<file path="config.mk">
export PLATFORM = sky130hd
export DESIGN_NAME = apb_i2c_regs
export DESIGN_NICKNAME = d
export VERILOG_FILES = /design/src/rtl/apb_i2c_pkg.sv /design/src/rtl/apb_i2c_seq.sv /design/src/rtl/apb_i2c_regs.sv
export SDC_FILE = /design/constraint.sdc
export NUM_CORES = 1
export LEC_CHECK = 0
export ABC_AREA = 1
export CAP_MARGIN = 20
export CORE_MARGIN = 2
export CORE_UTILIZATION = 35
export CTS_CLUSTER_SIZE = 20
export DETAILED_ROUTE_END_ITERATION = 10
export DONT_BUFFER_PORTS = 1
export PLACE_DENSITY = 0.6
export SYNTH_ARGS = -nofsm -noshare
export SYNTH_HDL_FRONTEND = slang
export SYNTH_SLANG_ARGS = --single-unit
</file>
<file path="constraint.sdc">
create_clock -name PCLK -period 2.2 [get_ports PCLK]
set_clock_uncertainty 0.1 [all_clocks]
set_input_delay 0.22 -clock PCLK [delete_from_list [all_inputs] [get_ports PCLK]]
set_output_delay 0.22 -clock PCLK [all_outputs]
set_load 0.01 [all_outputs]
</file>
<file path="src/rtl/apb_i2c_pkg.sv">
// Shared definitions for the APB front-end of the I2C bridge:
// register byte offsets, CON1/INT bit positions, speed codes and the
// APB phase-tracking state type.
package apb_i2c_pkg;

    // Register byte offsets (word aligned)
    localparam logic [31:0] OFF_CON1 = 32'h00;
    localparam logic [31:0] OFF_CON2 = 32'h04;
    localparam logic [31:0] OFF_TX   = 32'h08;
    localparam logic [31:0] OFF_RX   = 32'h0C;
    localparam logic [31:0] OFF_STAT = 32'h10;
    localparam logic [31:0] OFF_INT  = 32'h14;

    // CON1 bit positions
    localparam int CON1_SRST    = 0;
    localparam int CON1_EN      = 1;
    localparam int CON1_BYT_LSB = 2;
    localparam int CON1_DA      = 4;
    localparam int CON1_REP     = 5;
    localparam int CON1_SPD_LSB = 6;

    // INT bit positions
    localparam int INT_DONE = 0;
    localparam int INT_TMO  = 1;
    localparam int INT_IE   = 8;

    // Speed codes for CON1[7:6]
    localparam logic [1:0] SPD_STD   = 2'b00;
    localparam logic [1:0] SPD_FAST  = 2'b01;
    localparam logic [1:0] SPD_FASTP = 2'b10;
    localparam logic [1:0] SPD_HIGH  = 2'b11;

    typedef enum logic [1:0] {
        ST_IDLE   = 2'd0,
        ST_SETUP  = 2'd1,
        ST_ACCESS = 2'd2
    } apb_state_e;

endpackage

</file>
<file path="src/rtl/apb_i2c_seq.sv">
// Bridge sequencing: owns CON1, the one-shot enable with its start
// timeout, the soft-reset hold counter, and done capture on the rising
// edge of the bridge ready.
//   clk_i, rst_ni      clock / async active-low reset
//   ready_i, dout_i    bridge idle flag and RX word
//   con1_wr_i          full CON1 write accepted (bridge idle)
//   con1_wdata_i       CON1 write data bits [7:1]
//   srst_wr_i          CON1 write with bit0=1 (full or busy-time partial)
//   int_w1c_i          INT write-one-to-clear strobes {timeout, done}
//   con1_o             CON1 value driven to the bridge
//   rx_o               captured RX word
//   done_o, tmo_o      interrupt flags
module apb_i2c_seq
    import apb_i2c_pkg::*;
#(
    parameter int RST_HOLD = 16,
    parameter int START_TO = 4096
) (
    input  logic        clk_i,
    input  logic        rst_ni,
    input  logic        ready_i,
    input  logic [31:0] dout_i,
    input  logic        con1_wr_i,
    input  logic [7:1]  con1_wdata_i,
    input  logic        srst_wr_i,
    input  logic [1:0]  int_w1c_i,
    output logic [7:0]  con1_o,
    output logic [31:0] rx_o,
    output logic        done_o,
    output logic        tmo_o
);

    localparam int                TO_W      = $clog2(START_TO + 1);
    localparam logic [TO_W-1:0]   TO_LOAD   = TO_W'(START_TO);
    localparam logic [7:0]        HOLD_LOAD = 8'(RST_HOLD);

    logic [7:0]      hold_q, hold_d;
    logic [7:2]      cfg_q, cfg_d;
    logic            en_q, en_d;
    logic [TO_W-1:0] to_q, to_d;
    logic            ready_q;
    logic [31:0]     rx_q, rx_d;
    logic            done_q, done_d;
    logic            tmo_q, tmo_d;

    logic srst_act;
    logic block_en;
    logic tmo_set;
    logic rise;

    always_comb begin
        hold_d = hold_q;
        if (srst_wr_i) begin
            hold_d = HOLD_LOAD;
        end else if (hold_q != 8'd0) begin
            hold_d = hold_q - 8'd1;
        end

        srst_act = (hold_q != 8'd0);
        // A soft-reset write also kills enable on its own edge, so the
        // bridge never sees enable together with soft reset.
        block_en = srst_act | srst_wr_i;

        cfg_d = cfg_q;
        if (con1_wr_i) begin
            cfg_d = con1_wdata_i[7:2];
        end

        en_d    = en_q;
        to_d    = to_q;
        tmo_set = 1'b0;
        if (block_en) begin
            en_d = 1'b0;
            to_d = '0;
        end else if (en_q) begin
            if (!ready_i) begin
                // Bridge picked up the command: one-shot enable done.
                en_d = 1'b0;
                to_d = '0;
            end else if (to_q <= TO_W'(1)) begin
                en_d    = 1'b0;
                to_d    = '0;
                tmo_set = 1'b1;
            end else begin
                to_d = to_q - TO_W'(1);
            end
        end else if (con1_wr_i && con1_wdata_i[CON1_EN]) begin
            en_d = 1'b1;
            to_d = TO_LOAD;
        end

        rise   = !ready_q && ready_i && !srst_act;
        rx_d   = rise ? dout_i : rx_q;
        // Set has priority over a coincident write-one-to-clear.
        done_d = rise    | (done_q & ~int_w1c_i[INT_DONE]);
        tmo_d  = tmo_set | (tmo_q  & ~int_w1c_i[INT_TMO]);
    end

    always_ff @(posedge clk_i or negedge rst_ni) begin
        if (!rst_ni) begin
            hold_q  <= '0;
            cfg_q   <= '0;
            en_q    <= 1'b0;
            to_q    <= '0;
            ready_q <= 1'b1;
            rx_q    <= '0;
            done_q  <= 1'b0;
            tmo_q   <= 1'b0;
        end else begin
            hold_q  <= hold_d;
            cfg_q   <= cfg_d;
            en_q    <= en_d;
            to_q    <= to_d;
            ready_q <= ready_i;
            rx_q    <= rx_d;
            done_q  <= done_d;
            tmo_q   <= tmo_d;
        end
    end

    assign con1_o = {cfg_q, en_q, srst_act};
    assign rx_o   = rx_q;
    assign done_o = done_q;
    assign tmo_o  = tmo_q;

endmodule

</file>
<file path="src/rtl/apb_i2c_regs.sv">
// APB3 slave register block in front of the I2C bridge.
//   PCLK, PRESETn             clock / async active-low reset
//   PSEL..PWDATA              APB request
//   PRDATA, PREADY, PSLVERR   APB response (zero wait states)
//   i2c_con1, i2c_con2, Din   control bytes and TX word to the bridge
//   Dout, i2c_stat, ready     RX word, status and idle flag from the bridge
//   irq                       level interrupt
// PRDATA/PSLVERR are registered at the end of the setup phase so they are
// valid throughout the access phase and zero otherwise; registers commit
// on the edge that ends the access phase.
module apb_i2c_regs
    import apb_i2c_pkg::*;
#(
    parameter int ADDR_W   = 5,
    parameter int RST_HOLD = 16,
    parameter int START_TO = 4096
) (
    input  logic              PCLK,
    input  logic              PRESETn,
    input  logic              PSEL,
    input  logic              PENABLE,
    input  logic              PWRITE,
    input  logic [ADDR_W-1:0] PADDR,
    input  logic [31:0]       PWDATA,
    output logic [31:0]       PRDATA,
    output logic              PREADY,
    output logic              PSLVERR,
    output logic [7:0]        i2c_con1,
    output logic [7:0]        i2c_con2,
    output logic [31:0]       Din,
    input  logic [31:0]       Dout,
    input  logic [7:0]        i2c_stat,
    input  logic              ready,
    output logic              irq
);

    apb_state_e  state_q, state_d;
    logic [7:0]  con2_q, con2_d;
    logic [31:0] din_q, din_d;
    logic        ie_q, ie_d;
    logic [31:0] prdata_q, prdata_d;
    logic        slverr_q, slverr_d;
    logic        irq_q, irq_d;

    logic [31:0] addr;
    logic        sel_con1, sel_con2, sel_tx, sel_rx, sel_stat, sel_int;
    logic        mapped, busy, err;
    logic        setup_ph, commit, wr_ok;
    logic        con1_wr, srst_wr;
    logic [1:0]  int_w1c;
    logic [31:0] rd_mux;
    logic [31:0] rx_w;
    logic        done_w, tmo_w;

    // APB phase tracking
    always_comb begin
        state_d = ST_IDLE;
        if (PSEL && !PENABLE) begin
            state_d = ST_SETUP;
        end else if (PSEL && PENABLE && state_q == ST_SETUP) begin
            state_d = ST_ACCESS;
        end
    end

    always_comb begin
        addr     = 32'(PADDR);
        sel_con1 = (addr == OFF_CON1);
        sel_con2 = (addr == OFF_CON2);
        sel_tx   = (addr == OFF_TX);
        sel_rx   = (addr == OFF_RX);
        sel_stat = (addr == OFF_STAT);
        sel_int  = (addr == OFF_INT);
        mapped   = sel_con1 | sel_con2 | sel_tx | sel_rx | sel_stat | sel_int;
        busy     = !ready | i2c_con1[CON1_EN];

        // A busy-time CON1 write carrying bit0=1 is accepted as a pure
        // soft-reset request.
        err = !mapped
            | (PWRITE & (sel_rx | sel_stat))
            | (PWRITE & (sel_con2 | sel_tx) & busy)
            | (PWRITE & sel_con1 & busy & !PWDATA[CON1_SRST]);

        setup_ph = (state_d == ST_SETUP);
        commit   = (state_d == ST_ACCESS);
        wr_ok    = commit & PWRITE & !err;
        con1_wr  = wr_ok & sel_con1 & !busy;
        srst_wr  = wr_ok & sel_con1 & PWDATA[CON1_SRST];
        int_w1c  = (wr_ok & sel_int) ? PWDATA[1:0] : 2'b00;

        con2_d = con2_q;
        din_d  = din_q;
        ie_d   = ie_q;
        if (wr_ok && sel_con2) con2_d = PWDATA[7:0];
        if (wr_ok && sel_tx)   din_d  = PWDATA;
        if (wr_ok && sel_int)  ie_d   = PWDATA[INT_IE];

        rd_mux = '0;
        if (sel_con1) rd_mux = {24'd0, i2c_con1};
        if (sel_con2) rd_mux = {24'd0, con2_q};
        if (sel_tx)   rd_mux = din_q;
        if (sel_rx)   rd_mux = rx_w;
        if (sel_stat) rd_mux = {23'd0, ready, i2c_stat};
        if (sel_int)  rd_mux = {23'd0, ie_q, 6'd0, tmo_w, done_w};

        prdata_d = (setup_ph && !PWRITE) ? rd_mux : 32'd0;
        slverr_d = setup_ph & err;
        irq_d    = ie_q & (done_w | tmo_w);
    end

    always_ff @(posedge PCLK or negedge PRESETn) begin
        if (!PRESETn) begin
            state_q  <= ST_IDLE;
            con2_q   <= '0;
            din_q    <= '0;
            ie_q     <= 1'b0;
            prdata_q <= '0;
            slverr_q <= 1'b0;
            irq_q    <= 1'b0;
        end else begin
            state_q  <= state_d;
            con2_q   <= con2_d;
            din_q    <= din_d;
            ie_q     <= ie_d;
            prdata_q <= prdata_d;
            slverr_q <= slverr_d;
            irq_q    <= irq_d;
        end
    end

    apb_i2c_seq #(
        .RST_HOLD (RST_HOLD),
        .START_TO (START_TO)
    ) u_seq (
        .clk_i        (PCLK),
        .rst_ni       (PRESETn),
        .ready_i      (ready),
        .dout_i       (Dout),
        .con1_wr_i    (con1_wr),
        .con1_wdata_i (PWDATA[7:1]),
        .srst_wr_i    (srst_wr),
        .int_w1c_i    (int_w1c),
        .con1_o       (i2c_con1),
        .rx_o         (rx_w),
        .done_o       (done_w),
        .tmo_o        (tmo_w)
    );

    assign i2c_con2 = con2_q;
    assign Din      = din_q;
    assign PRDATA   = prdata_q;
    assign PSLVERR  = slverr_q;
    assign PREADY   = 1'b1;
    assign irq      = irq_q;

endmodule

</file>
==> run_results.csv, run 1 <==
group,metric,value,unit
logic_synthesis,synth-async-reset-ratio,1.00,
global_routing,grt_pass1_vias,4975,
timing,clock.fmax,481,MHz
global_routing,grt_max_degree,141,
cts,cts_hold_buffers,71,
critical_path,start_kind,"register",
drt,wire_per_inst,18.2,um
global_routing,track_usage,0.185,
floorplanning,die_area,18900,um2
floorplanning,start_util,0.359,
drt,wirelength,17000,um
cts,clk_latency,420,ps
global_routing,gr-total-overflow,0,
cells_and_area,antennaDiodeCount,0,
logic_synthesis,synth_ff_type,"dfrtp_1",
logic_synthesis,syn_inst,603,
placed_design,port_buffers,0,
placed_design,gp_congestion,0.848,
cells_and_area,synthToLayoutAreaGrowth,27.2,%
timing,whs,-610,ps
timing,fin_ws,123,ps
logic_synthesis,synth_edf_count,0,
logic_synthesis,avgSynthCellArea,10.3,um2
min_path,hold_path.class,"in2async",
floorplanning,die_y,137,um
timing,slew_violations,0,
logic_synthesis,ys_top_cells_by_count,"nand2_1 (152), dfrtp_1 (139), inv_1 (43)",
drt,vias,4655,
power_and_ir_drop,power.density,891,nW/um2
logic_synthesis,synth.largest_area_cell,"dfrtp_1",
cts,cts_root_buf,"clkbuf_16",
timing,period_share,0.944,
drt,ant_nets,0,
power_and_ir_drop,ir_worst_vdd,0.802,mV
placed_design,dp_hpwl,11500,um
power_and_ir_drop,finalPower,7.05,mW
cells_and_area,drive_gt1_frac,0.180,
global_routing,grt_pass1_wl,26200,um
drt,firstDrtPassIters,5,
logic_synthesis,yosysMostFrequentCell,"nand2_1",
logic_synthesis,yosysTopAreaCellShare,0.559,
critical_path,arrival,1760,ps
critical_path,crit_fanout,5,
logic_synthesis,ys_ff_latch,140,
drt,drc,0,
floorplanning,ioPinCount,166,
global_routing,grt_antenna_before_repair,0,
placed_design,dp_slack,94.7,ps
cts,clock_path_buffers,2,
timing,hold_viol_final,140,
run,max_cap_violations,0,
logic_synthesis,synthDistinctLibCells,38,
critical_path,crit_required,1880,ps
critical_path,critical_path_class,"reg2out",
logic_synthesis,ys_warn_count,0,
timing,setup_viol,0,
logic_synthesis,synth_fp_nets,689,
cts,h-tree-depth,4,
cells_and_area,final_util,0.456,
floorplanning,rows,48,
drt,dr.first_iter.drc_count,254,
outcome,failed_checks,"negative hold slack",
cts,cts_tree,"yes",
drt,drt-vias-per-instance,5.01,
cts,path_clk_slew,60,ps
power_and_ir_drop,p_leak,3.87,nW
placed_design,numPlacedInstances,823,
floorplanning,core_area,17400,um2
cells_and_area,fin_cells,930,
logic_synthesis,ys_top_cells_by_area,"dfrtp_1 (56%), nand2_1 (9.2%), mux2_2 (6.0%)",
timing,setup_tns,0,ps
logic_synthesis,synth_seq_area_share,0.563,
logic_synthesis,syn-cell-area,6230,um2
cells_and_area,finalNetCount,779,
floorplanning,die_w,137,um
critical_path,end_kind,"output pin",
outcome,status,"complete, but fails checks",
cts,cts_buffers,17,
cts,cts.sink_count,140,
timing,min_period,2080,ps
[through the flow]
stage / area, um2 / hold WS [ps]
2_1_floorplan: 6230 / -176
3_3_place_gp: 6490 / -173
3_5_place_dp: 6490 / -173
4_1_cts: 7860 / -629
5_1_grt: 7920 / -638
6_report: 7920 / -610
[sequential cells by signal, indices dropped and copies added (netlist names), 2 cells and up]
name	flops
u_seq.hold_q	8
u_seq.rx_o	32
u_seq.cfg_q	6
PRDATA	32
state_q	2
Din	32
u_seq.to_q	13
i2c_con2	8
[cells in the final DEF (no fill, tap or decap), types with 2 or more instances in the layout]
cell type	instances
dlygate4sd3_1	71
nand4_1	10
mux2_4	22
nor2_1	31
clkinv_4	5
clkinv_1	4
nor3_1	5
o211ai_1	3
buf_6	2
nand3_1	13
dfrtp_1	139
a21oi_1	36
xnor2_1	3
ha_1	2
a31oi_1	6
nand3_2	4
clkbuf_16	17
o21ai_0	38
bufinv_16	5
xor2_1	11
nand2_1	151
nand2_4	3
inv_1	43
mux2_2	33
o221ai_1	6
or2_2	2
buf_4	17
nor2_4	4
[layer usage]
metal  track usage  vias up  wire length, um
li1              -     2174                -
met4        0.0716        0              358
met1         0.209     2270             6950
met5             0        -                0
met3        0.0717       24             1430
met2         0.314      187             8220
[critical path, stage by stage, from the launching register on]
cell and delay (ps):
dfrtp_1 400, inv_1 110, ha_4 150, nand4_1 180
nor2_4 180, buf_6 120, inv_1 50, buf_4 160
[path summary, 6_finish.rpt]
check / from / to / slack, ps / cells past startpoint
worst max-delay path: u_seq.hold_q[0] / i2c_con1[0] / 120 / 7
worst min-delay path: PRESETn / Din[26] / -610 / 0
worst max register to register: u_seq.hold_q[0] / u_seq.tmo_o / 160 / 9
worst min register to register: u_seq.rx_o[14] / u_seq.rx_o[14] / 400 / 1
max in group asynchronous: PRESETn / u_seq.ready_q / 2410 / 0
min in group PCLK: PSEL / state_q[0] / 30 / 3
[report_power, final]
group,internal [mW],switching [mW],total (mW)
Clock,2.04,1.09,3.13
Combinational,0.426,0.350,0.776
Sequential,2.93,0.218,3.14
[cell families after synthesis]
family / Yosys count / synth area share
adder cells (fa/ha/maj): 3 / 0.00603
buffers and inverters: 68 / 0.0520
other: 1 / 0.000602
AND/OR/NAND/NOR: 230 / 0.165
AO/OA/AOI/OAI: 92 / 0.0814
XOR/XNOR: 14 / 0.0197
flip-flops: 140 / 0.563
multiplexers: 55 / 0.113
[cell type report]
| class | count | area, um2 |
|---|---|---|
| clock buffers | 18 | 439 |
| clock inverters | 13 | 215 |
| fillers | 1605 | 9440 |
| inverters | 48 | 180 |
| multi-input cells | 395 | 2420 |
| flip-flops and latches | 140 | 3500 |
| well taps | 225 | 282 |
| repair buffers | 91 | 881 |
[timing repair]
action	CTS	global route
resized for setup	1	5
pin swaps	1	4
setup endpoints to repair	1	23
setup buffers	0	5
cloned	0	0
hold endpoints to repair	229	140
No activity file was read; power rests on OpenSTA's default activity.
==> run 2: changes to the inputs <==
- CTS_CLUSTER_SIZE: 20 -> 24
==> results of run 2 <==
Final layout, timing and power as in run 1 (identical DEF).
